## src/rtl/uart_tx_pkg.sv

```systemverilog
// Shared types, parity encodings and helpers for the UART transmit engine.
// The BREAK/BRK_MARK states exist only when UART_TX_BREAK_EN is defined.
package uart_tx_pkg;

    localparam int MIN_BITS = 5;

    localparam logic [2:0] PAR_NONE  = 3'd0;
    localparam logic [2:0] PAR_EVEN  = 3'd1;
    localparam logic [2:0] PAR_ODD   = 3'd2;
    localparam logic [2:0] PAR_MARK  = 3'd3;
    localparam logic [2:0] PAR_SPACE = 3'd4;

    typedef enum logic [2:0] {
        ST_IDLE,
        ST_LOAD,
        ST_START,
        ST_DATA,
        ST_PARITY,
        ST_STOP
`ifdef UART_TX_BREAK_EN
        ,
        ST_BREAK,
        ST_BRK_MARK
`endif
    } state_e;

    function automatic logic [3:0] clamp_bits(input logic [3:0] req, input int max_bits);
        logic [3:0] res;
        res = req;
        if (req < 4'(MIN_BITS)) begin
            res = 4'(MIN_BITS);
        end else if (int'(req) > max_bits) begin
            res = 4'(max_bits);
        end
        return res;
    endfunction

    // Encodings 5-7 fall through to "no parity bit".
    function automatic logic parity_en(input logic [2:0] mode);
        return mode inside {PAR_EVEN, PAR_ODD, PAR_MARK, PAR_SPACE};
    endfunction

    function automatic logic parity_bit(input logic [2:0] mode, input logic acc);
        logic res;
        case (mode)
            PAR_EVEN: res = acc;
            PAR_ODD:  res = ~acc;
            PAR_MARK: res = 1'b1;
            default:  res = 1'b0;
        endcase
        return res;
    endfunction

endpackage

```

## src/rtl/uart_tx_fifo.sv

```systemverilog
// Synchronous TX buffer: push/pop with registered full, empty, level and overflow.
// DEPTH is a power of two, or 1 for a single holding register.
module uart_tx_fifo #(
    parameter int WIDTH = 9,
    parameter int DEPTH = 16
) (
    input  logic                     clk,
    input  logic                     reset_n,
    input  logic                     push,
    input  logic [WIDTH-1:0]         push_data,
    input  logic                     pop,
    output logic [WIDTH-1:0]         head,
    output logic                     full,
    output logic                     empty,
    output logic [$clog2(DEPTH):0]   level,
    output logic                     overflow
);

    localparam int AW = (DEPTH > 1) ? $clog2(DEPTH) : 1;
    localparam int LW = $clog2(DEPTH) + 1;

    logic [WIDTH-1:0] mem_q [DEPTH];
    logic [AW-1:0]    wr_ptr_q, wr_ptr_d;
    logic [AW-1:0]    rd_ptr_q, rd_ptr_d;
    logic [LW-1:0]    level_q, level_d;
    logic             full_q, full_d;
    logic             empty_q, empty_d;
    logic             overflow_q, overflow_d;
    logic             push_ok;
    logic             do_pop;

    function automatic logic [AW-1:0] ptr_inc(input logic [AW-1:0] p);
        return (p == AW'(DEPTH - 1)) ? '0 : p + AW'(1);
    endfunction

    // NOTE: every signal gets a default at the top of the block so no path
    // leaves it unassigned; otherwise synthesis infers a latch.
    always_comb begin
        do_pop     = pop && !empty_q;
        push_ok    = push && (!full_q || do_pop);
        wr_ptr_d   = push_ok ? ptr_inc(wr_ptr_q) : wr_ptr_q;
        rd_ptr_d   = do_pop ? ptr_inc(rd_ptr_q) : rd_ptr_q;
        level_d    = level_q;
        case ({push_ok, do_pop})
            2'b10:   level_d = level_q + LW'(1);
            2'b01:   level_d = level_q - LW'(1);
            default: level_d = level_q;
        endcase
        full_d     = (level_d == LW'(DEPTH));
        empty_d    = (level_d == '0);
        overflow_d = push && !push_ok;
    end

    // NOTE: state flops use non-blocking assignments so every flop samples
    // pre-edge values regardless of statement order.
    always_ff @(posedge clk or negedge reset_n) begin
        if (!reset_n) begin
            wr_ptr_q   <= '0;
            rd_ptr_q   <= '0;
            level_q    <= '0;
            full_q     <= 1'b0;
            empty_q    <= 1'b1;
            overflow_q <= 1'b0;
        end else begin
            wr_ptr_q   <= wr_ptr_d;
            rd_ptr_q   <= rd_ptr_d;
            level_q    <= level_d;
            full_q     <= full_d;
            empty_q    <= empty_d;
            overflow_q <= overflow_d;
        end
    end

    // NOTE: the storage array has no reset; the pointers alone mark which
    // entries are valid, and an unreset array can map onto RAM.
    // A push into a full buffer that pops in the same cycle reuses the slot
    // being read, which still returns its old word this cycle.
    always_ff @(posedge clk) begin
        if (push_ok) begin
            mem_q[wr_ptr_q] <= push_data;
        end
    end

    assign head     = mem_q[rd_ptr_q];
    assign full     = full_q;
    assign empty    = empty_q;
    assign level    = level_q;
    assign overflow = overflow_q;

endmodule

```

## src/rtl/uart_tx_engine.sv

```systemverilog
// UART transmit engine: buffered words serialised as start/data/parity/stop frames.
// Define UART_TX_BREAK_EN to add the break_req port and line-break states.
module uart_tx_engine
    import uart_tx_pkg::*;
#(
    parameter int MAX_BITS   = 9,
    parameter int FIFO_DEPTH = 16
) (
    input  logic                          clk,
    input  logic                          reset_n,
    input  logic                          xmit_pulse,
    input  logic                          wr_en,
    input  logic [MAX_BITS-1:0]           wr_data,
    input  logic [3:0]                    num_bits,
    input  logic [2:0]                    parity_mode,
    input  logic                          stop2,
`ifdef UART_TX_BREAK_EN
    input  logic                          break_req,
`endif
    output logic                          tx,
    output logic                          busy,
    output logic                          txrdy,
    output logic                          empty,
    output logic [$clog2(FIFO_DEPTH):0]   fifo_level,
    output logic                          overflow
);

    state_e              state_q, state_d;
    logic [MAX_BITS-1:0] shift_q, shift_d;
    logic [3:0]          bit_cnt_q, bit_cnt_d;
    logic [3:0]          nbits_q, nbits_d;
    logic [2:0]          pmode_q, pmode_d;
    logic                stop2_q, stop2_d;
    logic                stop_cnt_q, stop_cnt_d;
    logic                par_acc_q, par_acc_d;
    logic                tx_q, tx_d;
    logic                busy_q, busy_d;

    logic                pop;
    logic                break_start;
    logic                fifo_full;
    logic                fifo_empty;
    logic [MAX_BITS-1:0] fifo_head;

    uart_tx_fifo #(
        .WIDTH (MAX_BITS),
        .DEPTH (FIFO_DEPTH)
    ) u_fifo (
        .clk       (clk),
        .reset_n   (reset_n),
        .push      (wr_en),
        .push_data (wr_data),
        .pop       (pop),
        .head      (fifo_head),
        .full      (fifo_full),
        .empty     (fifo_empty),
        .level     (fifo_level),
        .overflow  (overflow)
    );

`ifdef UART_TX_BREAK_EN
    assign break_start = (state_q == ST_IDLE) && xmit_pulse && break_req;
`else
    assign break_start = 1'b0;
`endif

    // A pending break outranks a queued word, so the word stays in the buffer.
    assign pop = (state_q == ST_IDLE) && !fifo_empty && !break_start;

    always_comb begin
        state_d    = state_q;
        shift_d    = shift_q;
        bit_cnt_d  = bit_cnt_q;
        nbits_d    = nbits_q;
        pmode_d    = pmode_q;
        stop2_d    = stop2_q;
        stop_cnt_d = stop_cnt_q;
        par_acc_d  = par_acc_q;
        tx_d       = tx_q;

        case (state_q)
            ST_IDLE: begin
                tx_d = 1'b1;
`ifdef UART_TX_BREAK_EN
                if (break_start) begin
                    tx_d    = 1'b0;
                    state_d = ST_BREAK;
                end else
`endif
                if (pop) begin
                    shift_d = fifo_head;
                    nbits_d = clamp_bits(num_bits, MAX_BITS);
                    pmode_d = parity_en(parity_mode) ? parity_mode : PAR_NONE;
                    stop2_d = stop2;
                    state_d = ST_LOAD;
                end
            end
            ST_LOAD: begin
                par_acc_d = 1'b0;
                if (xmit_pulse) begin
                    tx_d    = 1'b0;
                    state_d = ST_START;
                end
            end
            ST_START: begin
                if (xmit_pulse) begin
                    tx_d      = shift_q[0];
                    shift_d   = shift_q >> 1;
                    bit_cnt_d = 4'd1;
                    par_acc_d = par_acc_q ^ shift_q[0];
                    state_d   = ST_DATA;
                end
            end
            ST_DATA: begin
                if (xmit_pulse) begin
                    if (bit_cnt_q < nbits_q) begin
                        tx_d      = shift_q[0];
                        shift_d   = shift_q >> 1;
                        bit_cnt_d = bit_cnt_q + 4'd1;
                        par_acc_d = par_acc_q ^ shift_q[0];
                    end else if (pmode_q != PAR_NONE) begin
                        tx_d    = parity_bit(pmode_q, par_acc_q);
                        state_d = ST_PARITY;
                    end else begin
                        tx_d       = 1'b1;
                        stop_cnt_d = stop2_q;
                        state_d    = ST_STOP;
                    end
                end
            end
            ST_PARITY: begin
                if (xmit_pulse) begin
                    tx_d       = 1'b1;
                    stop_cnt_d = stop2_q;
                    state_d    = ST_STOP;
                end
            end
            ST_STOP: begin
                // The pulse that raised tx opened the first stop bit; the
                // next start bit follows the next pulse once IDLE has popped.
                if (!stop_cnt_q) begin
                    state_d = ST_IDLE;
                end else if (xmit_pulse) begin
                    stop_cnt_d = 1'b0;
                end
            end
`ifdef UART_TX_BREAK_EN
            ST_BREAK: begin
                if (xmit_pulse && !break_req) begin
                    tx_d    = 1'b1;
                    state_d = ST_BRK_MARK;
                end
            end
            ST_BRK_MARK: begin
                state_d = ST_IDLE;
            end
`endif
            default: begin
                tx_d    = 1'b1;
                state_d = ST_IDLE;
            end
        endcase

        busy_d = (state_d != ST_IDLE);
    end

    always_ff @(posedge clk or negedge reset_n) begin
        if (!reset_n) begin
            state_q    <= ST_IDLE;
            shift_q    <= '0;
            bit_cnt_q  <= '0;
            nbits_q    <= 4'(MIN_BITS);
            pmode_q    <= PAR_NONE;
            stop2_q    <= 1'b0;
            stop_cnt_q <= 1'b0;
            par_acc_q  <= 1'b0;
            tx_q       <= 1'b1;
            busy_q     <= 1'b0;
        end else begin
            state_q    <= state_d;
            shift_q    <= shift_d;
            bit_cnt_q  <= bit_cnt_d;
            nbits_q    <= nbits_d;
            pmode_q    <= pmode_d;
            stop2_q    <= stop2_d;
            stop_cnt_q <= stop_cnt_d;
            par_acc_q  <= par_acc_d;
            tx_q       <= tx_d;
            busy_q     <= busy_d;
        end
    end

    assign tx    = tx_q;
    assign busy  = busy_q;
    assign txrdy = !fifo_full;
    assign empty = fifo_empty;

endmodule

```

## config.mk

```make
export PLATFORM = sky130hd
export DESIGN_NAME = uart_tx_engine
export DESIGN_NICKNAME = d
export VERILOG_FILES = /design/src/rtl/uart_tx_pkg.sv /design/src/rtl/uart_tx_fifo.sv /design/src/rtl/uart_tx_engine.sv
export SDC_FILE = /design/constraint.sdc
export NUM_CORES = 1
export LEC_CHECK = 0
export ABC_CLOCK_PERIOD_IN_PS = 7800
export CORE_ASPECT_RATIO = 0.6
export CORE_MARGIN = 1.5
export CORE_UTILIZATION = 40
export CTS_CLUSTER_SIZE = 12
export DETAILED_ROUTE_END_ITERATION = 6
export SYNTH_ARGS = -nofsm -noshare
export SYNTH_HDL_FRONTEND = slang
export SYNTH_SLANG_ARGS = --single-unit
```

## constraint.sdc

```tcl
create_clock -name clk -period 7.8 [get_ports clk]
set_input_delay 1.56 -clock clk [delete_from_list [all_inputs] [get_ports clk]]
set_output_delay 1.56 -clock clk [all_outputs]
set_load 0.1 [all_outputs]
```

# Word level (Yosys, flattened, before mapping)
# Memory sizes are Yosys's and may differ from the RTL's.
# Index checks and enable logic that the tools add are counted.
[classes]
n_addsub = 5
magnitude_cmp = 3
n_eq_ne = 25
n_mux = 45
n_bitwise = 3
n_reduce_logical = 23
[ops]
columns = ["operator", "count"]
rows = [
  ["$mux 9", 4],
  ["$mux 4", 7],
  ["$pmux 9 s3", 1],
  ["$mux 3", 8],
  ["$eq 3x2->1 const B", 6],
  ["$mux 1", 18],
  ["$pmux 3 s6", 1],
  ["$reduce_and 5->1", 3],
  ["$reduce_bool 3->1", 5],
  ["$ne 2x2->1 const B", 7],
  ["$add 4x1->4 const B", 3],
  ["$pmux 5 s2", 1],
  ["$eq 3x1->1 const B", 3],
  ["$eq 3x3->1 const B", 3],
  ["$pmux 1 s3", 3],
  ["$eq 4x4->1 const B", 2],
  ["$pmux 4 s2", 1],
  ["$reduce_and 4->1", 2],
  ["$add 5x1->5 const B", 1],
  ["$eq 5x5->1 const B", 1],
  ["$logic_not 5->1", 1],
  ["$pmux 1 s5", 1],
  ["$sub 5x1->5 const B", 1],
  ["$gt 4x4->1 const B", 1],
  ["14 further kinds", 20],
]
[word_totals]
reg_bits = 44
mem_bits_rw = 144
memories = 1
[memory_table]
columns = ["name", "depth", "width", "rd", "rd_ports_with_merged_regs", "write_ports", "line", "source"]
rows = [
  ["u_fifo.mem_q", 16, 9, 1, 0, 1, "uart_tx_fifo.sv:22", "logic [WIDTH-1:0] mem_q [DEPTH];"],
]

# Longest topological paths before layout
[depth]
word_depth = 8
ltp_mapped = 14

# By module
# Synthesis repeated with hierarchy kept, for this count alone.
[hier_totals]
hier_cells = 526
hier_area_um2 = 8115.3
[by_module_without_submodules]
columns = ["module", "n_inst", "cells_each", "area_per_inst_um2", "seq_area_each_um2"]
rows = [
  ["uart_tx_fifo", 1, 347, 6495.0, 4725.8],
  ["uart_tx_engine", 1, 179, 1620.3, 704.4],
]

# Worst setup path before layout
# Ideal clock, no wire load.
[synth_timing]
path_kind = "input to register"
startpoint = "input port wr_en"
endpoint = "register u_fifo.full_q (netlist: u_fifo.full)"
arrival_time_ps = 3527
required_time_ps = 7712
setup_slack_ps = 4185
stages = 11
n_path_buf = 1
cell_sequence = "a21boi_2 -> inv_1 -> ha_1 -> buf_2 -> xor2_1 -> ha_1 -> o21ai_0 -> a21oi_1 -> nor4_1 -> xor2_1 -> nor3b_1"
[synth_between]
elab_chain_len = 4
elab_cells_between_ends = 5
classes_between = "3 x eq/ne; 1 x mux; 1 x reduce/logical"
[synth_lines]
columns = ["item", "line", "source"]
rows = [
  ["start: declaration", "uart_tx_engine.sv:12", "input logic wr_en,"],
  ["$logic_and 1x1->1 *", "uart_tx_fifo.sv:40", "push_ok = push && (!full_q || do_pop);"],
  ["$eq 2x1->1 / $eq 2x2->1 (equally long branches)", "uart_tx_fifo.sv:44", "case ({push_ok, do_pop})"],
  ["$pmux 5 s2 *", "uart_tx_fifo.sv:44", ""],
  ["named net u_fifo.level_d[4]", "uart_tx_fifo.sv:25", "logic [LW-1:0] level_q, level_d;"],
  ["$eq 5x5->1 *", "uart_tx_fifo.sv:49", "full_d = (level_d == LW'(DEPTH));"],
  ["named net u_fifo.full_d", "uart_tx_fifo.sv:26", "logic full_q, full_d;"],
  ["end signal: assignment", "uart_tx_fifo.sv:68", "full_q <= full_d;"],
  ["end: declaration", "uart_tx_fifo.sv:26", ""],
]
# The timed path passes the listed nets; every way through them passes the cells marked *.
# A chain may end at the register's enable or synchronous reset.

# Final worst setup path
# Ends and elaborated chain as after synthesis.

==> results.cfg <==
[cells_and_area]
fillers = 1663
design_area_sq_um = 9210
multi_input_comb_area_sq_um = 2440
antenna_cells = 0
final_nets = 582
regArea_sq_um = 5430
final_cell_mix = 144 x edfxtp_1, 39 x nor2_1, 39 x dfrtp_1
fin_cells = 828
area_growth_pct = 14.3
layout_commonest_cell = edfxtp_1
fin_util = 0.475
drive_above_1_share = 0.148

[min_path]
min_to = shift_q[2]
hold_path.class = flop to flop
worstHoldStart = shift_q[2]
hold-path-cell-count = 1

[floorplanning]
die_area_sq_um = 21000
die_y_um = 113
core_sq_um = 19400
ios = 31
initial_core_util = 0.416
die_w_um = 186
rows = 39

[cts]
post-cts-setup-buffers = 0
htree_levels = 4
cts.repair.resized = 0
cts_hold_buf = 0
clock_latency_ns = 0.43
cts_tree = yes
root_buffer = clkbuf_16
clock_sinks = 188
clkTransAtPathRegs_ns = 0.07
cts_buffer_depth = 2
numCtsBuffers = 17

[sta]
setup_slack_ns = 3.93
finalClockSkew_ns = 0.0110
relSlewSlack = 0.226
final_hold_viol_count = 0
period_share = 0.497
rsz0062_at_grt = no
period_needed_ns = 3.87
setup_violations = 0
fmax_ghz = 0.258
setup_tns_ns = 0
worstMarginPinSlew_ns = 1.16
hold_ws_ns = 0.501
drv_slew = 0

[place]
post-place-ws_ns = 3.49
detailed_place.area_sq_um = 8590
place.port_buffers = 30
finalWeightedCongestion = 0.853
dp.cells = 796
dpl.hpwl_mm = 11.2

[critical_path]
crit_arrival_ns = 4.22
cp_max_fo = 10
critical_path.top_delay_family = buffers and inverters
endpoint_kind = flop
r2r-start = state_q[0]
critPathKind = input pin to flop
cp.required_ns = 8.15
slowest_stage = clkdlybuf4s50_1
rr_worst_depth = 12
cpPeakStageDelay_ns = 0.46
r2r_slack_ns = 4.13
timing.rr.end = u_fifo.full
start_kind = input pin
critPathBufInv = 2
path_cells = clkdlybuf4s50_1 -> a21boi_2 -> inv_1 -> ha_1 -> xor2_1 -> ha_1 -> o21ai_0 -> a21oi_1 -> nor4_1 -> xor2_1 -> nor3b_1

[power]
swShare = 0.369
ir_worst_vdd_v = 0.000180
p_total_mw = 3.65
powerDensity_nw_per_um2 = 397
power.internal_mw = 2.30
p_leak_nw = 3.19
combPwrFrac = 0.368
p_clk_frac = 0.241
seqPwrFrac = 0.391
netSwitchingPower_mw = 1.35

[global_routing]
grt_antenna_before_repair = 0
grt_pass1_wl_mm = 26.4
grt_max_degree = 49
grt_pass1_vias = 4508
grt.overflow.total = 0
grt_use_total = 0.172

[logic_synthesis]
synth_cell_types = 60
synth_nets = 555
postSynthCellCount = 522
synthFlopType = edfxtp_1
synth_top_area_share = 0.537
synth_top_cell_by_area = edfxtp_1
async_reset_ff_frac = 0.234
avgSynthCellArea_sq_um = 15.4
mappedNetlistArea_sq_um = 8050
synth-edff-count = 144
ys_seq_area_frac = 0.675
yosysWarnings = 0
ys_ff_latch = 188
synthTopCellsByArea = edfxtp_1 54%, dfrtp_1 12%, mux4_2 8.4%

[outcome]
status = complete, no violations

[route]
ant_nets = 0
viasPerCell = 5.53
drt-total-wl_mm = 16.6
firstDrtPassIters = 5
vias = 4582
drt-initial-drc-count = 429
remaining_drc_errors = 0
avgRoutedWirePerCell_um = 20.0

[job]
cap_violations = 0
worst max path at each step:
stage	start	end	slack, ns	cells after the start
global route	wr_en	u_fifo.full	3.71	11
global placement	wr_en	u_fifo.full	3.57	11
finish	wr_en	u_fifo.full	3.93	11
CTS	wr_en	u_fifo.full	3.95	11
floorplan	wr_en	u_fifo.full	4.18	11
detailed placement	wr_en	u_fifo.full	3.49	11
cells in the mapped netlist (all sizes together), types with 2 or more instances:
library cell and count:
nand2b 10, edfxtp 144, nand2 37, nor2b 6, a22o 4, xnor2 5
dfrtp 40, and3 2, mux4 30, xor2 3, nand3 5, ha 12
a21boi 3, a22oi 7, o31ai 2, o311ai 2, o2bb2ai 2, o21ai 20
mux2 12, a21oi 24, nand3b 5, dfstp 4, o221ai 9, clkbuf 15
a211oi 4, o21a 2, a21o 2, nor3 8, nand4 2, nor2 39
nor3b 2, inv 11, mux2i 18, or2 2, buf 14
worst reg2reg max path: stages (launching register included):
cell	delay, ns
dfrtp_1	0.57
nor2_1	0.30
nand2_1	0.39
a21boi_2	0.46
inv_1	0.15
ha_1	0.33
xor2_1	0.19
ha_1	0.23
o21ai_0	0.16
a21oi_1	0.06
nor4_1	0.29
xor2_1	0.25
nor3b_1	0.19
area by class of cell:
class,instances,share of cell area
timing repair buffer,37,0.0378
inverter,11,0.00449
sequential,188,0.590
tap,266,0.0362
clock buffer,24,0.0595
multi-input combinational,294,0.265
clock inverter,8,0.00693
cells by family after synthesis:
group | synth area share
DFF | 0.675
and+or+nand+nor | 0.0720
AOI/OAI and AO/OA | 0.0807
muxes | 0.123
buffers and inverters | 0.0224
adders and majority gates | 0.0187
xor gates and xnor gates | 0.00870
power groups by stage:
stage / combinational [mW] / clock [mW] / sequential, mW
final: 1.34 / 0.880 / 1.43
after global routing: 1.47 / 0.936 / 1.45
after CTS: 1.36 / 0.895 / 1.43
after detailed placement: 1.35 / 0 / 1.45
after global placement: 1.32 / 0 / 1.44
after floorplan: 0.938 / 0 / 1.52
flip-flops by register name (all words and copies together), names as in the netlist, 3 cells and up:
register,flops
u_fifo.level,5
u_fifo.wr_ptr_q,4
shift_q,9
bit_cnt_q,4
state_q,3
nbits_q,4
u_fifo.rd_ptr_q,4
pmode_q,3
u_fifo.mem_q,144
metal layers:
metal,global-route usage,vias up,part of all wire
li1,-,2069,-
met1,0.276,2374,0.52
met2,0.230,121,0.42
met3,0.0335,18,0.050
met4,0.0602,0,0.014
met5,0,-,0
No activity file was read; power rests on OpenSTA's default activity.
